### src/rtl/dma_pkg.sv
// Constants and FSM encoding shared by the DMA read and write AXI masters.
package dma_pkg;

  localparam logic [1:0]  AXI_BURST_INCR = 2'b01;
  localparam logic [2:0]  AXI_SIZE_4B    = 3'b010;
  localparam logic [1:0]  AXI_RESP_OKAY  = 2'b00;
  localparam logic [31:0] PAGE_4KB       = 32'h1000;

  typedef enum logic [1:0] {
    ST_IDLE = 2'd0,
    ST_ADDR = 2'd1,
    ST_DATA = 2'd2,
    ST_RESP = 2'd3
  } dma_state_t;

endpackage

### src/rtl/axi_burst_calc.sv
// Sizes the next INCR burst: limited by bytes left, the burst cap and the
// distance to the next 4KB page boundary.
module axi_burst_calc
  import dma_pkg::*;
#(
  parameter int unsigned MAX_BURST_BYTES = 256
) (
  input  logic [11:0] page_offset,
  input  logic [31:0] remaining,
  output logic [31:0] bytes,
  output logic [7:0]  awlen
);

  logic [31:0] page_left;

  always_comb begin
    page_left = PAGE_4KB - {20'd0, page_offset};
    bytes     = remaining;
    if (bytes > 32'(MAX_BURST_BYTES)) bytes = 32'(MAX_BURST_BYTES);
    if (bytes > page_left)            bytes = page_left;
    awlen     = 8'((bytes >> 2) - 32'd1);
  end

endmodule

### src/rtl/axi_write_master.sv
// DMA write side: drains FIFO words into memory as a series of AXI4 INCR
// bursts, one burst in flight at a time (AW, then W beats, then B).
module axi_write_master
  import dma_pkg::*;
#(
  parameter int C_M_AXI_ID_WIDTH   = 1,
  parameter int C_M_AXI_ADDR_WIDTH = 32,
  parameter int C_M_AXI_DATA_WIDTH = 32,
  parameter int C_MAX_BURST_BYTES  = 256
) (
  input  logic                            clk,
  input  logic                            reset,
  input  logic                            i_start,
  input  logic [C_M_AXI_ADDR_WIDTH-1:0]   i_dst_addr,
  input  logic [31:0]                     i_total_len,
  output logic                            o_write_done,
  output logic                            o_write_error,
  input  logic                            i_fifo_empty,
  input  logic [C_M_AXI_DATA_WIDTH-1:0]   i_fifo_data,
  output logic                            o_fifo_pop,
  output logic [C_M_AXI_ID_WIDTH-1:0]     m_axi_awid,
  output logic [C_M_AXI_ADDR_WIDTH-1:0]   m_axi_awaddr,
  output logic [7:0]                      m_axi_awlen,
  output logic [2:0]                      m_axi_awsize,
  output logic [1:0]                      m_axi_awburst,
  output logic                            m_axi_awvalid,
  input  logic                            m_axi_awready,
  output logic [C_M_AXI_DATA_WIDTH-1:0]   m_axi_wdata,
  output logic [C_M_AXI_DATA_WIDTH/8-1:0] m_axi_wstrb,
  output logic                            m_axi_wlast,
  output logic                            m_axi_wvalid,
  input  logic                            m_axi_wready,
  input  logic [1:0]                      m_axi_bresp,
  input  logic                            m_axi_bvalid,
  output logic                            m_axi_bready
);

  dma_state_t                    state_reg;
  logic [C_M_AXI_ADDR_WIDTH-1:0] addr_reg;
  logic [31:0]                   remain_reg;
  logic [8:0]                    beat_reg;
  logic                          awvalid_reg;
  logic                          bready_reg;
  logic                          done_reg;
  logic                          error_reg;

  logic [31:0] burst_bytes;
  logic [7:0]  burst_awlen;
  logic        w_hs;

  // Length is counted in whole words; the byte remainder is dropped.
  logic unused_len_bits;
  assign unused_len_bits = &{1'b0, i_total_len[1:0]};

  // addr/remaining are frozen from ADDR through RESP, so the sizing seen at
  // the AW handshake is the same one applied when the B response arrives.
  axi_burst_calc #(
    .MAX_BURST_BYTES(C_MAX_BURST_BYTES)
  ) u_burst_calc (
    .page_offset(addr_reg[11:0]),
    .remaining  (remain_reg),
    .bytes      (burst_bytes),
    .awlen      (burst_awlen)
  );

  assign m_axi_awid    = '0;
  assign m_axi_awaddr  = addr_reg;
  assign m_axi_awlen   = burst_awlen;
  assign m_axi_awsize  = AXI_SIZE_4B;
  assign m_axi_awburst = AXI_BURST_INCR;
  assign m_axi_awvalid = awvalid_reg;

  // W follows the FIFO head directly (first-word-fall-through).
  assign m_axi_wvalid = (state_reg == ST_DATA) && !i_fifo_empty;
  assign m_axi_wdata  = i_fifo_data;
  assign m_axi_wstrb  = '1;
  assign m_axi_wlast  = (state_reg == ST_DATA) && (beat_reg == 9'd1);
  assign w_hs         = m_axi_wvalid && m_axi_wready;
  assign o_fifo_pop   = w_hs;

  assign m_axi_bready  = bready_reg;
  assign o_write_done  = done_reg;
  assign o_write_error = error_reg;

  always_ff @(posedge clk) begin
    if (reset) begin
      state_reg   <= ST_IDLE;
      addr_reg    <= '0;
      remain_reg  <= '0;
      beat_reg    <= '0;
      awvalid_reg <= 1'b0;
      bready_reg  <= 1'b0;
      done_reg    <= 1'b0;
      error_reg   <= 1'b0;
    end else begin
      case (state_reg)
        ST_IDLE: begin
          if (i_start) begin
            error_reg <= 1'b0;
            if (i_total_len[31:2] == 30'd0) begin
              done_reg <= 1'b1;
            end else begin
              done_reg    <= 1'b0;
              addr_reg    <= i_dst_addr;
              remain_reg  <= {i_total_len[31:2], 2'b00};
              awvalid_reg <= 1'b1;
              state_reg   <= ST_ADDR;
            end
          end
        end
        ST_ADDR: begin
          if (m_axi_awready) begin
            awvalid_reg <= 1'b0;
            beat_reg    <= {1'b0, burst_awlen} + 9'd1;
            state_reg   <= ST_DATA;
          end
        end
        ST_DATA: begin
          if (w_hs) begin
            beat_reg <= beat_reg - 9'd1;
            if (beat_reg == 9'd1) begin
              bready_reg <= 1'b1;
              state_reg  <= ST_RESP;
            end
          end
        end
        ST_RESP: begin
          if (m_axi_bvalid) begin
            bready_reg <= 1'b0;
            addr_reg   <= addr_reg + C_M_AXI_ADDR_WIDTH'(burst_bytes);
            remain_reg <= remain_reg - burst_bytes;
            if (m_axi_bresp != AXI_RESP_OKAY) error_reg <= 1'b1;
            if (remain_reg == burst_bytes) begin
              done_reg  <= 1'b1;
              state_reg <= ST_IDLE;
            end else begin
              awvalid_reg <= 1'b1;
              state_reg   <= ST_ADDR;
            end
          end
        end
        default: state_reg <= ST_IDLE;
      endcase
    end
  end

endmodule

### config.mk
export PLATFORM = sky130hd
export DESIGN_NAME = axi_write_master
export DESIGN_NICKNAME = d
export VERILOG_FILES = /design/src/rtl/dma_pkg.sv /design/src/rtl/axi_burst_calc.sv /design/src/rtl/axi_write_master.sv
export SDC_FILE = /design/constraint.sdc
export NUM_CORES = 1
export LEC_CHECK = 0
export BUFFER_PORTS_ARGS = -buffer_cell sky130_fd_sc_hd__buf_2
export CAP_MARGIN = 20
export CORE_MARGIN = 4
export CORE_UTILIZATION = 55
export CTS_CLUSTER_DIAMETER = 200
export DETAILED_ROUTE_END_ITERATION = 8
export GPL_TIMING_DRIVEN = 0
export PLACE_DENSITY = 0.78
export SETUP_SLACK_MARGIN = 0.1
export SYNTH_ARGS = -nofsm -noshare
export SYNTH_HDL_FRONTEND = slang
export SYNTH_SLANG_ARGS = --single-unit
### constraint.sdc
create_clock -name clk -period 17.8 [get_ports clk]
set_clock_uncertainty 0.15 [all_clocks]
set_input_delay 0.89 -clock clk [delete_from_list [all_inputs] [get_ports clk]]
set_output_delay 0.89 -clock clk [all_outputs]
set_load 0.005 [all_outputs]
### Yosys cells after proc, flatten, opt, wreduce, memory -nomap -nowiden

Cells that the tools add are included.

| cells by class | value |
|---|---|
| shifts and indexed selects | 0 |
| order comparisons | 2 |
| divide/modulo/power cells | 0 |
| $mul | 0 |
| add/subtract/negate cells | 6 |
| equal/unequal tests | 14 |
| multiplexer cells | 40 |
| bitwise gates (word level) | 0 |
| reductions and logical operators | 18 |

Operators with widths:

| cell | number |
|---|---|
| 2-to-1 mux 32 bit | 8 |
| one-hot mux 32 bit (2 select lines) | 2 |
| adder 32 bit | 1 |
| equality test 32 bit | 1 |
| > comparator 32 bit | 1 |
| > comparator 32 x 9 -> 1 bit (second input constant) | 1 |
| subtractor 32 bit | 1 |
| logical NOT 30 bit | 1 |
| 2-to-1 mux 9 bit | 2 |
| one-hot mux 9 bit (2 select lines) | 1 |
| 2-to-1 mux 1 bit | 16 |
| != test 2 bit (second input constant) | 8 |
| AND reduction 4 bit | 4 |
| subtractor 13 x 12 -> 14 bit (first input constant) | 1 |
| 2-to-1 mux 2 bit | 6 |
| AND reduction 6 bit | 2 |
| adder 8 x 1 -> 9 bit (second input constant) | 1 |
| equality test 9 x 1 -> 1 bit (second input constant) | 1 |
| subtractor 9 x 1 -> 9 bit (second input constant) | 1 |
| one-hot mux 2 bit (4 select lines) | 1 |
| nonzero test 2 bit | 4 |
| subtractor 8 x 1 -> 8 bit (second input constant) | 1 |
| one-hot mux 1 bit (2 select lines) | 3 |
| equality test 2 bit (second input constant) | 2 |
| other kinds (8) | 10 |

| storage, ports and cells | value |
|---|---|
| RAM bits | 0 |
| output and inout port bits | 89 |
| bits in read-only memories | 0 |
| latch bits | 0 |
| logic and storage cells | 88 |
| memories | 0 |
| input port bits | 105 |
| bits in registers | 79 |

### Longest topological paths before layout

Gate-level depths: netlist of the first run.

| depth | value |
|---|---|
| depth in word-level cells | 8 |
| mapped depth | 27 |
| depth with buffers taken out | 25 |

### Hierarchy

From an unflattened synthesis of the first run, not the netlist that was laid out.

| second synthesis, totals | value |
|---|---|
| cells, all modules | 1241 |
| area, all modules | 9087.5 um^2 |

Modules (own cells, without submodules):

| module | sequential area each (um^2) | area each (um^2) | times used | cells each |
|---|---|---|---|---|
| axi_write_master | 1581.5 | 7878.8 | 1 | 1067 |
| axi_burst_calc | 0.0 | 1208.7 | 1 | 174 |

### Worst setup path after synthesis of the first run

OpenSTA, ideal clock, no wires.

| timing | value |
|---|---|
| path type | flip-flop to flip-flop |
| start point | register remain_reg[26] |
| end point | register remain_reg[30] |
| setup time | 0.086 ns |
| stages on the path, launching flop included | 28 |
| buffers on the path | 2 |
| arrival time | 5.676 ns |
| path slack | 11.889 ns |
| required time | 17.564 ns |
| period minus slack after synthesis | 5.911 ns |
| path through | dfxtp_1 > nor4_2 > nand4_1 > or2_2 > nor2_1 > inv_1 > ha_1 > and4_1 > nand4_1 > o32ai_1 > a31o_2 > buf_12 > clkbuf_1 > nand3_1 > o21ai_0 > ha_1 > inv_1 > fa_1 > a211oi_1 > o21bai_1 > a21oi_1 > o21ai_0 > o21ai_0 > o21ai_0 > a221oi_1 > xnor2_1 > nand2_1 > a211oi_1 |

| on the way | value |
|---|---|
| cells in the longest elaborated chain, start to end | 7 |

Ends and longest elaborated chain:

| element | RTL line | text |
|---|---|---|
| start, declared | axi_write_master.sv:40 | `logic [31:0] remain_reg;` |
| start signal, assigned | axi_write_master.sv:105 | `remain_reg <= {i_total_len[31:2], 2'b00};` |
| start signal, assigned | axi_write_master.sv:131 | `remain_reg <= remain_reg - burst_bytes;` |
| > comparator 32 x 9 -> 1 bit | axi_burst_calc.sv:19 | `if (bytes > 32'(MAX_BURST_BYTES)) bytes = 32'(MAX_BURST_BYTES);` |
| 2-to-1 mux 32 bit | axi_burst_calc.sv:19 |  |
| > comparator 32 bit | axi_burst_calc.sv:20 | `if (bytes > page_left) bytes = page_left;` |
| 2-to-1 mux 32 bit | axi_burst_calc.sv:20 |  |
| subtractor 32 bit * | axi_write_master.sv:131 |  |
| 2-to-1 mux 32 bit * | axi_write_master.sv:128 | `if (m_axi_bvalid) begin` |
| one-hot mux 32 bit (2 select lines) * | axi_write_master.sv:96 | `case (state_reg)` |

Every way passes the cells marked *; elsewhere a longest branch is shown, timed or not. The select of a mux whose other input is x is not followed.
A chain may end at the register's enable or synchronous reset.

### Worst setup path in the final report of the first run

| timing | value |
|---|---|
| start point | register remain_reg[9] |
| end point | register remain_reg[30] |

The elaborated chain is that of the path after synthesis.

==> summary.txt, run 1 <==
DP HPWL -> 20,500 um
Slew Limit Fails -> 0
CTS tree -> built
GRT Residual Overflow -> 0
NumNets Final -> 1,490
Total routed wirelength -> 26,500 um
Crit Path Max Fanout -> 10
IO buf count -> 148
Final setup fails -> 0
Die area -> 17,000 um2
Number of CTS-inserted buffers -> 9
# rows -> 44
Total core area -> 14,600 um2
Area Overhead vs Synth -> 17.7%
Pwr dens -> 245 nW/um2
First-pass GRT wire length -> 41,200 um
# Post-CTS Setup Buffers -> 0
Final antenna-violating net count -> 0
Hold_sp -> o_write_error$_SDFFE_PP0P_
Crit share post-route -> 43.8%
Period minus WS final -> 7.79 ns
Filler cells -> 1,303
Antenna violations before repair -> 2
RSZ-0062 raised after global routing -> false
Largest net degree at the start of global routing -> 14
Clock root buffer -> clkbuf_16
Static leakage -> 4.51 nW
Relative slew slack -> 39.1%
DIE WIDTH -> 131 um
Resized Gates After CTS -> 0
Setup TNS -> 0 ns
CP Class -> reg -> reg
Clock insertion delay at the later pin of the skew report -> 0.35 ns
Via count of the first global-routing pass -> 8,099
Top FF cell, synth -> dfxtp_1
VDD IR max -> 0.0908 mV
Setup crit start kind -> flip-flop
Fraction of layout cells with a size suffix above 1 -> 18.3%
Initial core utilization -> 56.4%
Met2 usage -> 47.9%
Critical Path End Type -> flip-flop
YS warnings -> 0
Arr. time, crit path -> 7.91 ns
Global routing's busiest layer -> met2
Worst reg2reg path startpoint -> remain_reg[9]$_SDFFE_PP0P_
Post-synthesis sequential area ratio -> 19.2%
Number of synthesized flops with an enable pin -> 0
Mean Syn Cell Area -> 7.57 um2
Number of DRC markers in iteration 0 -> 859
WL per Instance -> 17.8 um
Synth Instances -> 1,091
Mapped Area -> 8260 um2
GPL Wtd Cong -> 0.962
Longest Clk Path Bufs -> 2
Count of different cell masters after synthesis -> 75
IO Pins -> 194
Clk slew on worst S/H paths -> 0.06 ns
Pre-antenna DRT Iters -> 6
Hold_buf cts -> 0
Synthesis-stage register bit count -> 79
Grt met3 use -> 6.26%
Aggregate global-route resource usage -> 30.6%
GR Util met1 -> 41.2%
H-tree level count -> 3
Max Cap Violations -> 0
Vias -> 8,947
CP required -> 17.91 ns
Vias/cell -> 6.01
Drt drc -> 0
Peak Freq -> 0.128 GHz
Final hold violation count -> 0
Outcome -> complete, no violations
Clock sinks -> 79
Worst Hold Class -> reg -> reg
Die height -> 131 um
Cell area after layout -> 9720 um2
Worst-Margin Slew -> 0.914 ns
FFs w/ async S/R, synth -> 0%
Post-DP Area -> 9410 um2
Reg2Reg Depth -> 27
Hold path depth -> 2
Worst Setup SP -> remain_reg[9]$_SDFFE_PP0P_
-- logic make-up after synthesis --
group,share of synthesized area [%]
DFF,19.2
adders and majority gates,13.4
and+or+nand+nor,20.9
other,0.0909
xor gates and xnor gates,6.77
AOI/OAI and AO/OA,26.5
muxes,4.80
buffers and inverters,8.38
-- stage by stage --
step                util (%)  hold slack, ns  cells  power [W]  setup WS [ns]
floorplan                  -           0.313   1139    0.00168          11.89
global route            66.4           0.340   1487    0.00260           9.46
global placement        64.3           0.308   1471    0.00210          10.44
detailed placement      64.3           0.313   1471    0.00213          10.38
finish                  66.4           0.324   1488    0.00239          10.01
CTS                     66.4           0.322   1487    0.00234          10.19
-- final timing paths --
kind | to | slack (ns)
setup reg to reg | remain_reg[30]$_SDFFE_PP0P_ | 10.01
setup / recovery | remain_reg[30]$_SDFFE_PP0P_ | 10.01
hold / removal | o_write_error$_SDFFE_PP0P_ | 0.32
hold reg to reg | o_write_error$_SDFFE_PP0P_ | 0.32
-- synth_stat cells, drive strengths merged, types with 7 or more instances --
cell type / n / area, um2
nor3: 28 / 150
nor4: 19 / 144
o21bai: 10 / 75.1
ha: 85 / 1060
nor2: 124 / 465
or3: 14 / 87.6
a211oi: 68 / 523
nand4: 16 / 100
and3: 7 / 43.8
clkbuf: 37 / 139
a21oi: 95 / 479
xnor2: 45 / 402
dfxtp: 79 / 1580
o21ai: 54 / 270
o21a: 9 / 67.6
mux2i: 31 / 348
a21o: 39 / 293
xor2: 18 / 158
nand3: 22 / 115
and2: 12 / 75.1
buf: 52 / 369
nand2: 78 / 300
inv: 48 / 180
-- cell usage in the layout, fill, tap and decap left out, types with 44 or more instances in the layout --
cell type	count
xnor2_1	44
buf_2	148
o21ai_0	52
a211oi_1	67
ha_1	85
nor2_1	124
inv_1	46
dfxtp_1	79
conb_1	50
a21oi_1	94
nand2_1	77
-- layer usage --
metal	share of wire (%)	up-vias
met5	0.076	-
met4	3.7	4
met3	10	76
met2	44	465
met1	42	4079
li1	-	4323
-- cell type report --
cell class              count  area, um2  area share (%)
clock inverters             5       56.3           0.579
inverters                  49        184            1.89
clock buffers              11        253            2.60
plain buffers              89        508            5.23
multi-input cells         922       6160            63.4
well taps                 184        230            2.37
diodes                      1       2.50          0.0257
repair buffers            148        741            7.62
flip-flops and latches     79       1580            16.3
-- where the power goes --
group / internal (W) / switching [W]
Clock: 0.000116 / 0.0000826
Sequential: 0.000263 / 0.000110
Combinational: 0.000744 / 0.00107
Total: 0.00112 / 0.00126
-- worst max-delay path, stage by stage, from the launching register on --
cell and delay [ns]:
dfxtp_1 0.34, nor4_2 0.34, nand4_1 0.32, or2_2 0.41, nor2_1 0.24, inv_1 0.08
ha_1 0.27, and4_1 0.21, nand4_1 0.12, o32ai_1 0.37, a31o_2 0.24, buf_12 0.16
clkbuf_1 0.35, nand3_1 0.11, o21ai_0 0.20, ha_1 0.24, inv_1 0.06, fa_1 0.41
a211oi_1 0.34, o21bai_1 0.15, a21oi_1 0.41, o21ai_0 0.36, o21ai_0 0.63, o21ai_0 0.38
a221oi_1 0.36, xnor2_1 0.15, nand2_1 0.07, a211oi_1 0.21
(Power assumes the default switching activity.)
==> inputs of run 2 (changes only) <==
ABC_AREA = 1   (was unset)
CORE_UTILIZATION = 51   (was 55)
PLACE_DENSITY = 0.76   (was 0.78)
clock period = 6.4 ns   (was 17.8 ns; I/O delays follow)
==> summary.txt, run 2 <==
Cell area after layout -> 10,100 um2
Number of DRC markers in iteration 0 -> 750
Count leader, synth -> nand2_1
Initial core utilization -> 52.0%
CP required -> 6.46 ns
Total routed wirelength -> 27,800 um
Flop pwr share -> 15.7%
Largest net degree at the start of global routing -> 14
GRT Residual Overflow -> 0
Setup crit start kind -> flip-flop
Number of synthesized flops with an enable pin -> 0
Drt drc -> 0
Most frequent cells in the layout -> nand2_1 (251), a21oi_1 (164), nor2_1 (158), buf_2 (151), inv_1 (127)
Mapped Area -> 8590 um2
Die area -> 19,000 um2
CP Class -> reg -> reg
DIE WIDTH -> 138 um
Total core area -> 16,500 um2
Vias/cell -> 5.50
Final hold violation count -> 0
Aggregate global-route resource usage -> 29.0%
IO Pins -> 194
First-pass GRT wire length -> 43,600 um
Post-Synth Adder-Cell Area -> 12.8%
Fraction of layout cells with a size suffix above 1 -> 17.0%
Xor and xnor area share after synthesis -> 4.79%
Synth top area share -> 18.4%
Critical Path End Type -> flip-flop
Final setup fails -> 0
DP HPWL -> 22,300 um
FFs w/ async S/R, synth -> 0%
Synth top cells by count -> nand2_1 (251), a21oi_1 (164), nor2_1 (158)
VDD IR max -> 0.253 mV
Post-synthesis mux area share -> 0%
Largest area contributor in the netlist -> dfxtp_1
Static leakage -> 5.00 nW
Worst Hold Class -> in -> reg
Top FF cell, synth -> dfxtp_1
Period minus WS final -> 5.56 ns
Synth top area cells -> dfxtp_1 (18%), ha_1 (12%), nand2_1 (11%)
Post-synthesis sequential area ratio -> 18.4%
Largest family of logic cells by synthesized area -> simple AND/OR/NAND/NOR gates
Resized Gates After CTS -> 0
Crit Path Max Fanout -> 10
WL per Instance -> 15.6 um
Peak Freq -> 0.180 GHz
Commonest non-fill, non-tap cell in the layout -> nand2_1
Sw Ratio -> 55.9%
Vias -> 9,794
Synth Instances -> 1,348
Clock sinks -> 79
Clk network pwr share -> 9.9%
Antenna violations before repair -> 0
Hold WS -> 0.0930 ns
Setup TNS -> 0 ns
CP max-delay cell -> fa_1
Die height -> 138 um
IO buf count -> 148
RSZ-0062 raised after global routing -> false
Post-Route Utilization -> 61.0%
Count of different cell masters after synthesis -> 52
Longest Clk Path Bufs -> 2
Slew Limit Fails -> 0
Synthesis-stage register bit count -> 79
Pre-antenna DRT Iters -> 7
Max Cap Violations -> 0
Arr. time, crit path -> 5.62 ns
YS warnings -> 0
Clk slew on worst S/H paths -> 0.07 ns
Clock root buffer -> clkbuf_16
H-tree level count -> 3
Number of CTS-inserted buffers -> 9
# rows -> 47
CTS tree -> built
Comb power frac -> 74.4%
GPL Wtd Cong -> 0.997
NumNets Final -> 1,747
Post-synthesis compound-gate area fraction -> 22.8%
Worst-Margin Slew -> 0.830 ns
# Post-CTS Setup Buffers -> 0
Outcome -> complete, no violations
Simple-gate share of the synthesized area -> 29.7%
Crit share post-route -> 86.9%
Clock insertion delay at the later pin of the skew report -> 0.35 ns
Final antenna-violating net count -> 0
N_diodes -> 0
Hold_buf cts -> 0
Area Overhead vs Synth -> 17.4%
Psw -> 0.00307 W
Relative slew slack -> 44.7%
CP max stage delay -> 0.39 ns
Pwr dens -> 545 nW/um2
Mean Syn Cell Area -> 6.37 um2
Post-DP Area -> 9790 um2
Via count of the first global-routing pass -> 8,688
Int Power -> 0.00242 W
-- run 2: changes by cell type after synthesis, sizes merged, moves of 25 or more --
cell | previous run | this run
a211oi | 68 | 7
a21o | 39 | 7
a21oi | 95 | 166
inv | 48 | 132
mux2i | 31 | 0
nand2 | 78 | 268
nand3 | 22 | 68
nor2 | 124 | 164
o21ai | 54 | 108
xnor2 | 45 | 20
-- run 2: metrics by stage --
stage          std cells  total power [W]  setup WS, ns
2_1_floorplan       1396          0.00382          1.70
3_3_place_gp        1764          0.00481         0.859
3_5_place_dp        1764          0.00486         0.752
4_1_cts             1780          0.00542         0.724
5_1_grt             1780          0.00605         0.194
6_report            1780          0.00549         0.840
-- run 2: cell families after synthesis --
group                    Yosys count
XOR/XNOR                          47
AND/OR/NAND/NOR                  570
flip-flops                        79
AO/OA/AOI/OAI                    350
adder cells (fa/ha/maj)           87
other                              2
buffers and inverters            213
-- run 2: worst paths after layout --
check	start	endpoint	slack [ns]	cells after the start
setup / recovery	m_axi_awaddr[1]$_SDFFE_PP0P_	remain_reg[20]$_SDFFE_PP0P_	0.84	31
hold / removal	m_axi_bresp[0]	o_write_error$_SDFFE_PP0P_	0.09	3
setup reg to reg	m_axi_awaddr[1]$_SDFFE_PP0P_	remain_reg[20]$_SDFFE_PP0P_	0.84	31
hold reg to reg	o_write_error$_SDFFE_PP0P_	o_write_error$_SDFFE_PP0P_	0.30	2
-- run 2: per-layer routing --
metal / vias up / global-route usage, % / share of wire [%]
met1: 4437 / 39.1 / 44
met2: 388 / 47.0 / 45
met4: 0 / 11.6 / 3.3
li1: 4913 / - / -
met3: 56 / 3.43 / 7.8
met5: - / 0 / 0
-- run 2: layout make-up --
type / instances / area [um2]
sequential: 79 / 1580
clock inverter: 5 / 56.3
clock buffer: 11 / 243
inverter: 132 / 495
tap: 220 / 275
fill: 1700 / 6440
buffer: 81 / 480
multi-input combinational: 1104 / 6210
timing repair buffer: 148 / 741
-- run 2: power groups by stage --
stage,Sequential [W],Clock [W],Combinational (W)
2_1_floorplan,0.000830,0,0.00299
3_3_place_gp,0.000865,0,0.00394
3_5_place_dp,0.000869,0,0.00399
4_1_cts,0.000860,0.000547,0.00402
5_1_grt,0.000892,0.000567,0.00459
6_report,0.000865,0.000542,0.00409
-- run 2: critical path, delay by kind of cell (launching register included) --
kind | cells | cell delay, ns
AND/OR/NAND/NOR | 16 | 1.86
flip-flops | 1 | 0.35
AO/OA/AOI/OAI | 8 | 1.59
adder cells (fa/ha/maj) | 4 | 1.11
buffers and inverters | 3 | 0.33
